**config.mk**
```make
export PLATFORM = sky130hd
export DESIGN_NAME = demux8_sipo_flat
export DESIGN_NICKNAME = d
export VERILOG_FILES = /design/src/rtl/demux8_sipo_pkg.sv /design/src/rtl/demux8_sipo_if.sv /design/src/rtl/demux8_sipo_dec3x8.sv /design/src/rtl/demux8_sipo.sv /design/src/flat_wrapper.sv
export SDC_FILE = /design/constraint.sdc
export NUM_CORES = 1
export LEC_CHECK = 0
export CAP_MARGIN = 15
export CORE_MARGIN = 2
export CORE_UTILIZATION = 51
export CTS_BUF_LIST = sky130_fd_sc_hd__clkbuf_8
export CTS_CLUSTER_SIZE = 40
export DETAILED_ROUTE_END_ITERATION = 8
export PLACE_DENSITY = 0.8
export SYNTH_ARGS = -nofsm -noshare
export SYNTH_HDL_FRONTEND = slang
export SYNTH_SLANG_ARGS = --single-unit
```
**constraint.sdc**
```tcl
create_clock -name clk -period 1.8 [get_ports clk]
set_input_delay 0.18 -clock clk [delete_from_list [all_inputs] [get_ports clk]]
set_output_delay 0.18 -clock clk [all_outputs]
set_load 0.05 [all_outputs]
```
**src/rtl/demux8_sipo_pkg.sv**
```systemverilog
// Shared constants and types for the 1:8 serial-to-parallel demultiplexer.
//   LANES   : number of lane registers per frame
//   SEL_W   : width of the slot counter
//   state_e : FSM states (PARITY only reachable when DEMUX8_PARITY_EN is defined)
package demux8_pkg;

  localparam int unsigned LANES = 8;
  localparam int unsigned SEL_W = 3;

  typedef enum logic [0:0] {
    COLLECT = 1'b0,
    PARITY  = 1'b1
  } state_e;

endpackage

```
**src/rtl/demux8_sipo_if.sv**
```systemverilog
// Bus bundle between a serial beat source and demux8_sipo.
//   din, din_valid, sof          : serial beat stream (master -> slave)
//   dout, dout_valid, sel,
//   frame_err                    : parallel word, strobes and slot index (slave -> master)
// The demux is the slave; the stream source / consumer side is the master.
interface demux8_sipo_if #(
  parameter int unsigned W = 1
);
  import demux8_pkg::*;

  logic [W-1:0]       din;
  logic               din_valid;
  logic               sof;
  logic [LANES*W-1:0] dout;
  logic               dout_valid;
  logic [SEL_W-1:0]   sel;
  logic               frame_err;

  modport master (
    output din, din_valid, sof,
    input  dout, dout_valid, sel, frame_err
  );

  modport slave (
    input  din, din_valid, sof,
    output dout, dout_valid, sel, frame_err
  );

endinterface

```
**src/rtl/demux8_sipo_dec3x8.sv**
```systemverilog
// 3-to-8 one-hot write-enable decoder for the shadow lane registers.
//   idx_i : lane index to write
//   en_i  : write enable (beat accepted)
//   we_o  : one-hot lane write enables, all zero when en_i is low
module dec3x8 (
  input  logic [2:0] idx_i,
  input  logic       en_i,
  output logic [7:0] we_o
);

  always_comb begin
    we_o = 8'h00;
    if (en_i) begin
      unique case (idx_i)
        3'd0:    we_o = 8'h01;
        3'd1:    we_o = 8'h02;
        3'd2:    we_o = 8'h04;
        3'd3:    we_o = 8'h08;
        3'd4:    we_o = 8'h10;
        3'd5:    we_o = 8'h20;
        3'd6:    we_o = 8'h40;
        default: we_o = 8'h80;
      endcase
    end
  end

endmodule

```
**src/rtl/demux8_sipo.sv**
```systemverilog
// Serial-to-parallel 1:8 demultiplexer. Successive accepted beats fill lanes 0..7; when the
// frame completes, the lanes are published on dout with a one-cycle dout_valid strobe.
// sof resynchronizes the slot counter and discards any partial frame.
//   clk, rst_n : clock, asynchronous active-low reset
//   bus        : demux8_sipo_if slave (din/din_valid/sof in, dout/dout_valid/sel/frame_err out)
// Optional feature: define DEMUX8_PARITY_EN to require an even-parity beat after lane 7;
// a mismatch drops the frame and pulses frame_err. Without it frame_err is tied low.
module demux8_sipo
  import demux8_pkg::*;
#(
  parameter int unsigned W = 1
) (
  input logic           clk,
  input logic           rst_n,
  demux8_sipo_if.slave  bus
);

  state_e                  state_q, state_d;
  logic [SEL_W-1:0]        sel_q, sel_d;
  logic [LANES-1:0][W-1:0] lanes_q, lanes_d;
  logic [LANES*W-1:0]      dout_q, dout_d;
  logic                    dout_valid_q, dout_valid_d;
`ifdef DEMUX8_PARITY_EN
  logic                    frame_err_q, frame_err_d;
`endif

  logic [SEL_W-1:0] wr_idx;
  logic             wr_en;
  logic [LANES-1:0] lane_we;

  // sof forces the beat into lane 0; the parity beat is never stored in a lane.
  assign wr_idx = bus.sof ? '0 : sel_q;
  assign wr_en  = bus.din_valid & (bus.sof | (state_q == COLLECT));

  dec3x8 u_dec3x8 (
    .idx_i (wr_idx),
    .en_i  (wr_en),
    .we_o  (lane_we)
  );

  always_comb begin
    state_d      = state_q;
    sel_d        = sel_q;
    lanes_d      = lanes_q;
    dout_d       = dout_q;
    dout_valid_d = 1'b0;
`ifdef DEMUX8_PARITY_EN
    frame_err_d  = 1'b0;
`endif

    for (int k = 0; k < LANES; k++) begin
      if (lane_we[k]) lanes_d[k] = bus.din;
    end

    if (bus.sof) begin
      state_d = COLLECT;
      sel_d   = bus.din_valid ? SEL_W'(1) : '0;
    end else if (bus.din_valid) begin
      unique case (state_q)
        COLLECT: begin
          if (sel_q == SEL_W'(LANES - 1)) begin
            sel_d = '0;
`ifdef DEMUX8_PARITY_EN
            state_d = PARITY;
`else
            // Lane 7 comes straight from din so the word publishes on this edge.
            dout_d       = {bus.din, lanes_q[LANES-2:0]};
            dout_valid_d = 1'b1;
`endif
          end else begin
            sel_d = sel_q + 1'b1;
          end
        end
`ifdef DEMUX8_PARITY_EN
        PARITY: begin
          state_d = COLLECT;
          sel_d   = '0;
          if (bus.din[0] == (^lanes_q)) begin
            dout_d       = lanes_q;
            dout_valid_d = 1'b1;
          end else begin
            frame_err_d = 1'b1;
          end
        end
`endif
        default: begin
          state_d = COLLECT;
          sel_d   = '0;
        end
      endcase
    end
  end

  // Single state register: FSM, counter, shadow lanes and registered outputs.
  always_ff @(posedge clk or negedge rst_n) begin
    if (!rst_n) begin
      state_q      <= COLLECT;
      sel_q        <= '0;
      lanes_q      <= '0;
      dout_q       <= '0;
      dout_valid_q <= 1'b0;
`ifdef DEMUX8_PARITY_EN
      frame_err_q  <= 1'b0;
`endif
    end else begin
      state_q      <= state_d;
      sel_q        <= sel_d;
      lanes_q      <= lanes_d;
      dout_q       <= dout_d;
      dout_valid_q <= dout_valid_d;
`ifdef DEMUX8_PARITY_EN
      frame_err_q  <= frame_err_d;
`endif
    end
  end

  assign bus.dout       = dout_q;
  assign bus.dout_valid = dout_valid_q;
  assign bus.sel        = sel_q;
`ifdef DEMUX8_PARITY_EN
  assign bus.frame_err  = frame_err_q;
`else
  assign bus.frame_err  = 1'b0;
`endif

endmodule

```
**src/flat_wrapper.sv**
```systemverilog
// flat-port wrapper written by rule: the top's interface ports become plain ports
module demux8_sipo_flat import demux8_pkg::*;
#(
  parameter int unsigned W = 1
)
  (clk, rst_n, bus_din, bus_din_valid, bus_sof, bus_dout, bus_dout_valid, bus_sel, bus_frame_err);
  demux8_sipo_if #(.W(W)) bus_i ();
  input logic clk;
  input logic rst_n;
  input wire logic [$bits(bus_i.din)-1:0] bus_din;
  input wire logic [$bits(bus_i.din_valid)-1:0] bus_din_valid;
  input wire logic [$bits(bus_i.sof)-1:0] bus_sof;
  output wire logic [$bits(bus_i.dout)-1:0] bus_dout;
  output wire logic [$bits(bus_i.dout_valid)-1:0] bus_dout_valid;
  output wire logic [$bits(bus_i.sel)-1:0] bus_sel;
  output wire logic [$bits(bus_i.frame_err)-1:0] bus_frame_err;
  assign bus_i.din = bus_din;
  assign bus_i.din_valid = bus_din_valid;
  assign bus_i.sof = bus_sof;
  assign bus_dout = bus_i.dout;
  assign bus_dout_valid = bus_i.dout_valid;
  assign bus_sel = bus_i.sel;
  assign bus_frame_err = bus_i.frame_err;
  demux8_sipo #(.W(W)) u_core (.clk(clk), .rst_n(rst_n), .bus(bus_i));
endmodule
```
==> impl_metrics.ini <==
[flow_run]
maxCapViolations = 0

[timing]
finalCritPeriodShare_pct = 93.4
period_needed_ns = 1.68
maxSlewHeadroom_pct = 66.7
drv_slew = 0
max_freq_mhz = 595
hold_violations = 0
fin_setup_tns_ns = 0
final.setup_skew_ns = 0.00565
worstMarginPinSlew_ns = 0.498
rsz0062_at_grt = no
setup_violations = 0

[yosys]
netlist.area_leader.share_pct = 54.9
synthTopCellsByCount = dfrtp_1, mux2_2, mux2_1, nand2_1
netlist_instances = 61
synth_seq_cells = 19
syn-num-nets = 68
synth.most_common_cell = dfrtp_1
ys_seq_area_share_pct = 54.9
syn_avg_cell_area_sq_um = 14.2
async_reset_ff_share_pct = 100
syn_area_sq_um = 866
synth_area_leaders = dfrtp_1, mux2_2, mux2_1
synthFlopType = dfrtp_1
synthDistinctLibCells = 21
synth_edf_count = 0
yosys.area.top_type = dfrtp_1
yosys_warnings = 0

[clocking]
cts_resized = 0
clk_pin_slew_ns = 0.07
postCtsSetupBuffers = 0
cts_tree = built
htree_levels = 1
numCtsBuffers = 3
clock_latency_ns = 0.25
hold_buffers = 0
cts_root_buffer = clkbuf_8
clock-sinks = 19
cts.path.max_buffers = 2

[power_and_ir_drop]
finalPower_w = 0.000956
p_leak_nw = 0.545
vdd_drop_max_uv = 680
power_density_mw_per_mm2 = 889

[drt]
vias = 510
drtIter0Drc = 1
drt-total-wl_um = 1290
antenna_left = 0
wl_per_cell_um = 13.5
drt_pass1_iterations = 4
post_drt_via_cell_ratio = 5.31
drc = 0

[global_route]
overflow = 0
grt_usage_pct = 16.1
antenna_found_initial = 0
grt_max_degree = 20
grt_pass1_wl_um = 2370
grt_pass1_vias = 538

[worst_setup_path]
cp-end-kind = output port
crit_path_cell_trace = clkdlybuf4s50_1
critPathBufInv = 1
start_kind = flip-flop
slowest_delay_ns = 0.83
path_delay_family = buffers and inverters
worst_ep_required_time_ns = 1.62
crit_arrival_ns = 1.50
critPathMaxFanout = 6
crit_slowest_cell = clkdlybuf4s50_1
worstSetupPathType = flip-flop to output port

[floorplanning]
core_area_sq_mm = 0.00154
die_area_sq_mm = 0.00204
start_util_pct = 56.2
io_pins = 18
row_count = 14
die_width_um = 45.2
die_h_um = 45.2

[worst_hold_path]
hp-class = input port to async pin

[final_layout]
final_core_util_pct = 69.8
antenna_cells = 0
syn_to_final_growth_pct = 24.3
n_fill_cell = 122
stdcell_count = 96
finish.net_count = 88
drive_gt1_share_pct = 30.0

[place]
gp_congestion = 0.710
place_inst = 92
portBuffers = 16
dpl.hpwl_um = 961

[run_status]
outcome = finished, final reports clean
[flip-flops by register name, indices dropped and copies added, names as in the netlist]
signal,cells
u_core.lanes_q,7
u_core.bus.dout_valid,1
u_core.bus.sel,3
u_core.bus.dout,8
[power breakdown]
part | switching [W] | internal, W | total, W
Sequential | 0.0000322 | 0.000475 | 0.000507
Clock | 0.000131 | 0.000153 | 0.000284
Combinational | 0.0000863 | 0.0000791 | 0.000165
[cells in the final DEF, fill, tap and decap left out]
cell type | Yosys | final
ha_1 | 2 | 2
conb_1 | 1 | 1
o21bai_1 | 2 | 2
inv_1 | 1 | 1
mux2_2 | 11 | 11
clkinv_2 | 0 | 1
nand4_1 | 1 | 1
nor3b_2 | 2 | 2
dfrtp_1 | 19 | 19
clkbuf_8 | 0 | 3
buf_4 | 2 | 4
and3b_1 | 1 | 1
clkdlybuf4s50_1 | 0 | 14
nand3b_1 | 1 | 1
nand3b_4 | 1 | 1
nor2b_1 | 1 | 1
nand3_1 | 2 | 2
nand2b_1 | 1 | 1
mux2_1 | 3 | 3
mux2i_1 | 2 | 2
nor2_1 | 2 | 2
nand2_1 | 3 | 3
mux2_4 | 2 | 2
[path summary, 6_finish.rpt]
| path | endpoint | slack [ns] | startpoint | cells past startpoint |
|---|---|---|---|---|
| max reg2reg | u_core.bus.dout[2] | 0.27 | u_core.bus.sel[0] | 4 |
| min in group clk | u_core.lanes_q[5] | 0.49 | u_core.lanes_q[5] | 1 |
| max in group asynchronous | u_core.bus.sel[2] | 1.33 | rst_n | 2 |
| min reg2reg | u_core.lanes_q[5] | 0.49 | u_core.lanes_q[5] | 1 |
| max | bus_sel[2] | 0.12 | u_core.bus.sel[2] | 1 |
| min | u_core.bus.dout[4] | 0.27 | rst_n | 2 |
[metrics by stage]
step / hold slack, ns / area, sq um / setup WS [ns]
after global routing: 0.294 / 1080 / 0.0277
final: 0.266 / 1080 / 0.120
after detailed placement: 0.479 / 1030 / 0.184
after CTS: 0.269 / 1080 / 0.105
after global placement: 0.472 / 1030 / 0.212
after floorplan: -0.116 / 866 / 0.110
[area by class of cell]
cell class / instances / area (sq um) / area share, %
Tap cell: 16 / 20.0 / 1.86
Clock inverter: 1 / 5.00 / 0.465
Clock buffer: 3 / 41.3 / 3.84
Timing Repair Buffer: 18 / 170 / 15.8
Sequential cell: 19 / 475 / 44.2
Multi-Input combinational cell: 38 / 360 / 33.5
Inverter: 1 / 3.75 / 0.349
[layer usage]
| metal | global-route usage [%] | wire [um] | up-vias |
|---|---|---|---|
| li1 | - | - | 249 |
| met1 | 21.8 | 608 | 250 |
| met2 | 25.1 | 635 | 11 |
| met3 | 4.00 | 50 | 0 |
| met4 | 5.29 | 0 | 0 |
| met5 | 0 | 0 | - |
[kinds of logic after synthesis]
kind of cell	after synthesis	synth area share, %
buf+inv	4	3.47
mux	18	24.0
other cells	1	0.433
compound gates	2	1.73
simple gates	15	12.6
fa+ha+maj	2	2.89
flops	19	54.9
Note: power is estimated with default switching activity, not from simulation.
